[config.mk]
export PLATFORM = sky130hd
export DESIGN_NAME = cfg_descriptor_reader
export DESIGN_NICKNAME = d
export VERILOG_FILES = /design/src/rtl/cfg_descriptor_reader.sv
export SDC_FILE = /design/constraint.sdc
export NUM_CORES = 2
export LEC_CHECK = 0
export ABC_AREA = 1
export CAP_MARGIN = 20
export CORE_MARGIN = 1.5
export CORE_UTILIZATION = 54
export DETAILED_ROUTE_END_ITERATION = 10
export GPL_ROUTABILITY_DRIVEN = 1
export PLACE_DENSITY = 0.83
export SKIP_LAST_GASP = 1
export SLEW_MARGIN = 10
export SYNTH_ARGS = -nofsm -noshare
export SYNTH_HDL_FRONTEND = slang
export SYNTH_SLANG_ARGS = --single-unit
[constraint.sdc]
create_clock -name clk_i -period 2.2 [get_ports clk_i]
set_input_delay 0.66 -clock clk_i [delete_from_list [all_inputs] [get_ports clk_i]]
set_output_delay 0.66 -clock clk_i [all_outputs]
set_load 0.1 [all_outputs]
[src/rtl/cfg_descriptor_reader.sv]
// -----------------------------------------------------------------------------
// cfg_descriptor_reader
//
// Serves the flattened configuration descriptor over a valid/ready
// request/response port. The descriptor is snapshotted when a request is
// accepted, so every beat of a transaction comes from one coherent copy.
//
// Two transaction types:
//   - single read: one beat holding data word req_idx_i, or zero with
//                  rsp_err_o set when the index is out of range.
//   - burst:       header {MAGIC, NUM_WORDS[15:0]}, every data word in order,
//                  then the bitwise inverse of the 32-bit sum of the header
//                  and all data words (NUM_WORDS+2 beats in total).
//
// Ports:
//   clk_i        clock
//   rst_i        synchronous active-high reset
//   cfg_words_i  descriptor, word k at bits [32k+31:32k]
//   req_valid_i  request valid
//   req_ready_o  request ready (high only when idle)
//   req_burst_i  1 = full-descriptor burst, 0 = single read
//   req_idx_i    data word index for a single read
//   rsp_valid_o  response valid
//   rsp_ready_i  response ready
//   rsp_data_o   response word
//   rsp_last_o   final beat of the transaction
//   rsp_err_o    single-read index out of range
//   busy_o       transaction in progress
// -----------------------------------------------------------------------------
module cfg_descriptor_reader #(
  parameter int unsigned NUM_WORDS = 16,
  parameter logic [15:0] MAGIC     = 16'hC6A6,
  parameter int unsigned IDX_W     = $clog2(NUM_WORDS) + 1
) (
  input  logic                     clk_i,
  input  logic                     rst_i,
  input  logic [NUM_WORDS*32-1:0]  cfg_words_i,
  input  logic                     req_valid_i,
  output logic                     req_ready_o,
  input  logic                     req_burst_i,
  input  logic [IDX_W-1:0]         req_idx_i,
  output logic                     rsp_valid_o,
  input  logic                     rsp_ready_i,
  output logic [31:0]              rsp_data_o,
  output logic                     rsp_last_o,
  output logic                     rsp_err_o,
  output logic                     busy_o
);

  localparam logic [31:0] HEADER = {MAGIC, 16'(NUM_WORDS)};

  typedef enum logic [2:0] {
    S_IDLE   = 3'd0,
    S_SINGLE = 3'd1,
    S_HDR    = 3'd2,
    S_DATA   = 3'd3,
    S_CSUM   = 3'd4
  } state_t;

  state_t                    r_state;
  logic [NUM_WORDS*32-1:0]   r_snap;
  logic [31:0]               r_acc;
  logic [IDX_W-1:0]          r_cnt;
  logic                      r_rsp_valid;
  logic [31:0]               r_rsp_data;
  logic                      r_rsp_last;
  logic                      r_rsp_err;

  logic                      w_hs;
  logic [31:0]               w_sum;

  // Selects descriptor word k; out-of-range indices read as zero.
  function automatic logic [31:0] word_at(input logic [NUM_WORDS*32-1:0] words,
                                          input int unsigned k);
    logic [31:0] w;
    w = 32'h0000_0000;
    if (k < NUM_WORDS) begin
      w = words[k*32 +: 32];
    end else begin
      w = 32'h0000_0000;
    end
    return w;
  endfunction

  assign w_hs  = r_rsp_valid & rsp_ready_i;
  // The beat on the bus is the data word currently being folded into the sum.
  assign w_sum = r_acc + r_rsp_data;

  assign req_ready_o = (r_state == S_IDLE);
  assign busy_o      = (r_state != S_IDLE);
  assign rsp_valid_o = r_rsp_valid;
  assign rsp_data_o  = r_rsp_data;
  assign rsp_last_o  = r_rsp_last;
  assign rsp_err_o   = r_rsp_err;

  // Transaction FSM; each beat is registered one cycle ahead of its handshake.
  always_ff @(posedge clk_i) begin
    if (rst_i) begin
      r_state     <= S_IDLE;
      r_snap      <= '0;
      r_acc       <= 32'h0000_0000;
      r_cnt       <= '0;
      r_rsp_valid <= 1'b0;
      r_rsp_data  <= 32'h0000_0000;
      r_rsp_last  <= 1'b0;
      r_rsp_err   <= 1'b0;
    end else begin
      case (r_state)
        S_IDLE: begin
          if (req_valid_i) begin
            r_snap      <= cfg_words_i;
            r_rsp_valid <= 1'b1;
            if (req_burst_i) begin
              r_state    <= S_HDR;
              r_rsp_data <= HEADER;
              r_rsp_last <= 1'b0;
              r_rsp_err  <= 1'b0;
            end else begin
              // Single-read beat comes straight from the input, which equals
              // the snapshot being captured in this same cycle.
              r_state    <= S_SINGLE;
              r_rsp_data <= word_at(cfg_words_i, 32'(req_idx_i));
              r_rsp_last <= 1'b1;
              r_rsp_err  <= (32'(req_idx_i) >= NUM_WORDS);
            end
          end
        end
        S_SINGLE: begin
          if (w_hs) begin
            r_state     <= S_IDLE;
            r_rsp_valid <= 1'b0;
            r_rsp_last  <= 1'b0;
            r_rsp_err   <= 1'b0;
          end
        end
        S_HDR: begin
          if (w_hs) begin
            r_state    <= S_DATA;
            r_acc      <= HEADER;
            r_cnt      <= '0;
            r_rsp_data <= word_at(r_snap, 32'd0);
          end
        end
        S_DATA: begin
          if (w_hs) begin
            r_acc <= w_sum;
            r_cnt <= r_cnt + 1'b1;
            if (32'(r_cnt) == NUM_WORDS - 32'd1) begin
              r_state    <= S_CSUM;
              r_rsp_data <= ~w_sum;
              r_rsp_last <= 1'b1;
            end else begin
              r_rsp_data <= word_at(r_snap, 32'(r_cnt) + 32'd1);
            end
          end
        end
        S_CSUM: begin
          if (w_hs) begin
            r_state     <= S_IDLE;
            r_rsp_valid <= 1'b0;
            r_rsp_last  <= 1'b0;
          end
        end
        default: begin
          r_state     <= S_IDLE;
          r_rsp_valid <= 1'b0;
          r_rsp_last  <= 1'b0;
          r_rsp_err   <= 1'b0;
        end
      endcase
    end
  end

endmodule

==> Word level (Yosys, flattened, before mapping) <==
Cells that the tools add are included.
{ "op_classes": {"add_sub_neg": 3, "muxes": 32, "order_cmp": 3, "bitwise": 5, "eq_ne": 11, "shifts": 2, "reduce_logical": 14} }
{ "ops": {"columns": ["operator", "n"], "rows": [
  ["indexed part select 512 x 11 -> 32 bit", 1],
  ["indexed part select 512 x 12 -> 32 bit", 1],
  ["two-way mux 32 bit", 9],
  ["one-hot mux 32 bit (3 select lines)", 1],
  ["one-hot mux 32 bit (2 select lines)", 1],
  ["adder 32 bit", 1],
  ["NOT 32 bit", 1],
  ["two-way mux 3 bit", 5],
  ["one-hot mux 3 bit (4 select lines)", 1],
  ["two-way mux 5 bit", 2],
  ["!= test 2 bit (second input constant)", 5],
  ["one-hot mux 5 bit (2 select lines)", 1],
  ["AND reduction 5 bit", 2],
  ["AND reduction 3 bit", 3],
  ["two-way mux 1 bit", 8],
  ["adder 5 x 1 -> 6 bit (second input constant)", 1],
  ["equality test 3 x 2 -> 1 bit (second input constant)", 2],
  ["< comparator 6 x 5 -> 1 bit (second input constant)", 1],
  ["one-hot mux 1 bit (3 select lines)", 2],
  ["nonzero test 3 bit", 2],
  ["adder 5 x 1 -> 5 bit (second input constant)", 1],
  ["equality test 5 x 4 -> 1 bit (second input constant)", 1],
  [">= comparator 5 bit (second input constant)", 1],
  ["< comparator 5 bit (second input constant)", 1],
  ["other kinds (13)", 16]
]} }
{ "word_totals": {"wordCells": 78, "regBits": 587, "inputBits": 522} }

==> Depth between registers and ports, before layout <==
{ "depth": {"depth_word": 6, "ltp_mapped": 15, "mapped_depth_nobuf": 14} }

==> Worst setup path before layout <==
OpenSTA, ideal clock, no wires.
{ "synth_timing": {"path_kind": "reg-to-output", "from": "register r_state[0]", "to": "output req_ready_o", "required_ps": 1540, "stages_incl_launch_ff": 5, "arrival_time_ps": 2106, "path_slack_ps": -566, "cell_sequence": "dfxtp_1 > nor2_1 > nand2_2 > inv_2 > clkbuf_1"} }
{ "synth_via": {"elab_chain_len": 1} }
{ "synth_rtl": {"columns": ["item", "line_no", "text"], "rows": [
  ["from (decl)", "60", "state_t r_state;"],
  ["from (signal assigned)", "99", "r_state <= S_IDLE;"],
  ["from (signal assigned)", "114", "r_state <= S_HDR;"],
  ["from (signal assigned)", "121", "r_state <= S_SINGLE;"],
  ["logical NOT 3 bit", "89", "assign req_ready_o = (r_state == S_IDLE);"],
  ["to (decl)", "39", "output logic req_ready_o,"]
]} }
No other way between the ends.

==> Final worst setup path <==
{ "layout_timing": {"from": "register r_cnt[0]", "to": "register r_rsp_data[17], in the netlist rsp_data_o[17]"} }
{ "layout_via": {"elab_chain_len": 6, "elab_cells_between_ends": 8, "cone_classes": "add/sub (1); order compare (1); eq/ne (1); shift (1); mux (4)"} }
{ "layout_rtl": {"columns": ["item", "line_no", "text"], "rows": [
  ["from (decl)", "63", "logic [IDX_W-1:0] r_cnt;"],
  ["from (signal assigned)", "147", "r_cnt <= r_cnt + 1'b1;"],
  ["adder 5 x 1 -> 6 bit", "153", "r_rsp_data <= word_at(r_snap, 32'(r_cnt) + 32'd1);"],
  ["indexed part select 512 x 12 -> 32 bit / < comparator 6 x 5 -> 1 bit (equally long branches)", "78, 77", null],
  ["two-way mux 32 bit", "77", "if (k < NUM_WORDS) begin"],
  ["two-way mux 32 bit *", "148", "if (32'(r_cnt) == NUM_WORDS - 32'd1) begin"],
  ["two-way mux 32 bit *", "145", "if (w_hs) begin"],
  ["one-hot mux 32 bit (3 select lines) *", "108", "case (r_state)"],
  ["to (signal assigned)", "141", "r_rsp_data <= word_at(r_snap, 32'd0);"],
  ["to (signal assigned)", "150", "r_rsp_data <= ~w_sum;"],
  ["to (signal assigned)", "153", null],
  ["to (decl)", "65", "logic [31:0] r_rsp_data;"]
]} }
Every way passes the cells marked *; elsewhere a longest branch is shown, timed or not. The select of a mux whose other input is x is not followed.
A chain may end at the register's enable or synchronous reset.

==> reports/results.txt <==
Design Area, Final - 46,000 µm²
Largest net degree at the start of global routing - 132
Multi-input logic area - 18,100 µm²
Setup Skew - 0.0265 ns
Critical R2R Launch - r_cnt[0]$_SDFFE_PP0P_
Final Hold Fails - 0
Area Overhead vs Synth - 38.8%
DR WL/cell - 26.6 µm
Antenna violations before repair - 12
GRT Overall Usage - 53.8%
Final ANT Viol Nets - 0
Share of cells above drive strength 1 - 13.4%
Hold WC Path Type - in -> reg
Clk pwr share - 24.3%
RePlAce Congestion - 1.09
Leakage - 0.0192 µW
Syn_nets - 5,765
Commonest non-fill, non-tap cell in the layout - nand2_1
IO buf count - 558
Status - finished with violations
Avg Cell Area, Syn - 6.36 µm²
CTS tree - done
Clock slew at reported path FFs - 0.06 ns
Crit path cell chain - buf_4 > clkbuf_16 > o21ai_1 > o21ai_0 > buf_4 > a21oi_1 > buf_4 > nand2_1 > nand2_1 > nand2_1 > nand2_1 > a21oi_1
Pre-antenna DRT Iters - 9
Crit share post-route - 105%
Finish-stage setup viols - 16
Cell-internal power - 27,200 µW
Slew of the pin with the lowest slew margin - 1.01 ns
Routed WL - 180 mm
Most used cell along the critical path - nand2_1
Seq cells post-synth - 587
Synth Instances - 5,209
Inserted Clock Buffers - 66
CP max stage cell - o21ai_1
Vias - 43.5k
Sequential Power Share - 31.6%
VDD IR-drop max - 844 µV
EDFF count, synth - 0
Sequential fraction of the synthesis area - 35.5%
DIE AREA - 62,900 µm²
CP max FO - 8
Setup WS post-layout - -0.113 ns
Clock Tree Buf Depth - 3
Failing checks - setup timing
Peak Freq - 432 MHz
CP bufs+invs - 4
WS Path Type - reg -> reg
Critical path's top delay family - compound AO/OA/AOI/OAI gates
Via count of the first global-routing pass - 39.0k
Hold slack - 0.412 ns
Top cells by area, synth - dfxtp_1, nand2_1, a21oi_1, nand3_1, o21ai_0
Register area - 11,800 µm²
Clock Sinks - 587
Worst Setup SP - r_cnt[0]$_SDFFE_PP0P_
RSZ-0062 raised after global routing - true
Critical Path End Type - flop
Worst-Skew Late Latency - 0.64 ns
HPWL after DPL - 130 mm
Leading register cell type out of synthesis - dfxtp_1
Max Cap Viol - 0
Initial Utilization - 54.8%
Root Buffer - clkbuf_16
Via-per-instance ratio - 6.43
Hold Crit Start - req_valid_i
Worst slew margin - 32.1%
IO Count - 559
Fin. max-slew vios - 0
Synth top area share - 35.5%
First-pass GRT wire length - 250 mm
Comb power frac - 44.1%
Yosys warns - 0
Data required time at the worst endpoint - 2.70 ns
H-tree level count - 3
Max incr delay on CP - 0.45 ns
Cell Area, Placed - 43,000 µm²
Pre-CTS WS - -0.614 ns
Hold buffer count at CTS - 0
Fillers - 4,671
Overflow after GRT - 0
Non-filler cells, final - 6,765
Placed Instances - 6,610
Die Ht - 251 µm
Yosys top cell by area - dfxtp_1
P_sw - 19,600 µW
Fin nets - 6,484
Crit path DAT - 2.81 ns
DRC viols - 0
Row count - 90
Crit path time final - 2.31 ns
Die width - 251 µm
Most frequent cells in the layout - nand2_1, a21oi_1, nand3_1
Syn Std Cell Area - 33,100 µm²
Core area - 60,500 µm²
PD cells - 1020 nW/µm²
Startpoint Class - flop
Async set or reset register ratio after synthesis - 0%
Initial drt markers - 7,813
Library cells used by synthesis - 39
Sw Share - 41.9%
Yosys cell counts, types with 3 or more instances:
cell      count
xnor2_1       5
dfxtp_1     587
o31ai_1      20
clkinv_1      5
nor2_4        3
nor2_1      214
o21ai_0     530
buf_4         8
nand4_1      10
o22ai_1      12
inv_2         7
xor2_1        8
o21ai_1       8
ha_1         33
buf_1        25
a21oi_1     792
o211ai_1    157
inv_1       458
nand3_1     620
clkbuf_1    234
or2_2         6
nand3b_1      7
o21bai_1      4
o221ai_1     18
buf_2       160
nor3_1        6
nand2_2       4
nand2_1    1247
a22oi_1      11
what timing repair did:
action	4_1_cts	5_1_grt
gates cloned	0	10
gates resized for setup	13	90
setup buffers	4	18
hold endpoints to repair	0	0
endpoints found under the setup margin	17	46
pin swaps	2	13
worst paths after layout:
check / cells after the start / slack, ns / end
setup reg to reg: 12 / -0.11 / rsp_data_o[17]$_SDFFE_PP0P_
setup / recovery: 12 / -0.11 / rsp_data_o[17]$_SDFFE_PP0P_
hold reg to reg: 2 / 0.45 / r_snap[507]$_SDFFE_PP0P_
hold / removal: 3 / 0.41 / r_snap[501]$_SDFFE_PP0P_
sequential cells by signal, summed over array words and instances, names as in the netlist:
| name | count |
|---|---|
| r_acc | 32 |
| rsp_valid_o | 1 |
| r_snap | 512 |
| rsp_err_o | 1 |
| r_cnt | 5 |
| rsp_data_o | 32 |
| rsp_last_o | 1 |
| r_state | 3 |
per-layer routing:
layer	track usage (%)	vias up	part of all wire, %
met5	0	-	0.026
met4	47.2	8	12
met3	19.0	1189	16
met2	78.0	4078	40
met1	62.7	19400	32
li1	-	18800	-
stage by stage:
stage | TNS [ns] | utilization, % | total power (µW)
after global placement | -9.15 | 71.1 | 33900
final | -0.733 | 76.1 | 46800
after CTS | -0.0303 | 74.7 | 45600
after detailed placement | -10.36 | 71.1 | 34300
after floorplan | -0.0843 | - | 25700
after global routing | -0.478 | 76.0 | 48200
cell families (layout without fill, tap and decap cells):
| group | Yosys count | count (layout) | share of synthesized area (%) |
|---|---|---|---|
| AOI/OAI and AO/OA | 1557 | 1557 | 25.3 |
| DFF | 587 | 587 | 35.5 |
| buffers and inverters | 899 | 1665 | 10.9 |
| xor gates and xnor gates | 13 | 13 | 0.344 |
| other | 0 | 8 | 0 |
| adders and majority gates | 34 | 34 | 1.31 |
| and+or+nand+nor | 2119 | 2119 | 26.7 |
power by group through the flow:
| stage | Clock (µW) | Combinational, µW | Sequential [µW] |
|---|---|---|---|
| after floorplan | 0 | 9040 | 16700 |
| after global placement | 0 | 19200 | 14800 |
| after detailed placement | 0 | 19400 | 14800 |
| after CTS | 11200 | 19700 | 14600 |
| after global routing | 11600 | 21600 | 14900 |
| final | 11400 | 20600 | 14800 |
tightest hold or removal path: stages:
cell and delay (ns):
clkbuf_8 0.17, nand3_1 0.10, a21oi_1 0.06
layout make-up:
type                    instances  share of cell area [%]
flip-flops and latches        587                    25.7
well taps                     782                    2.13
inverters                     470                    3.89
clock buffers                  98                    4.23
repair buffers               1080                    24.2
diodes                          8                  0.0435
multi-input cells            3723                    39.4
clock inverters                17                   0.443
Note: power is estimated with default switching activity, not from simulation.
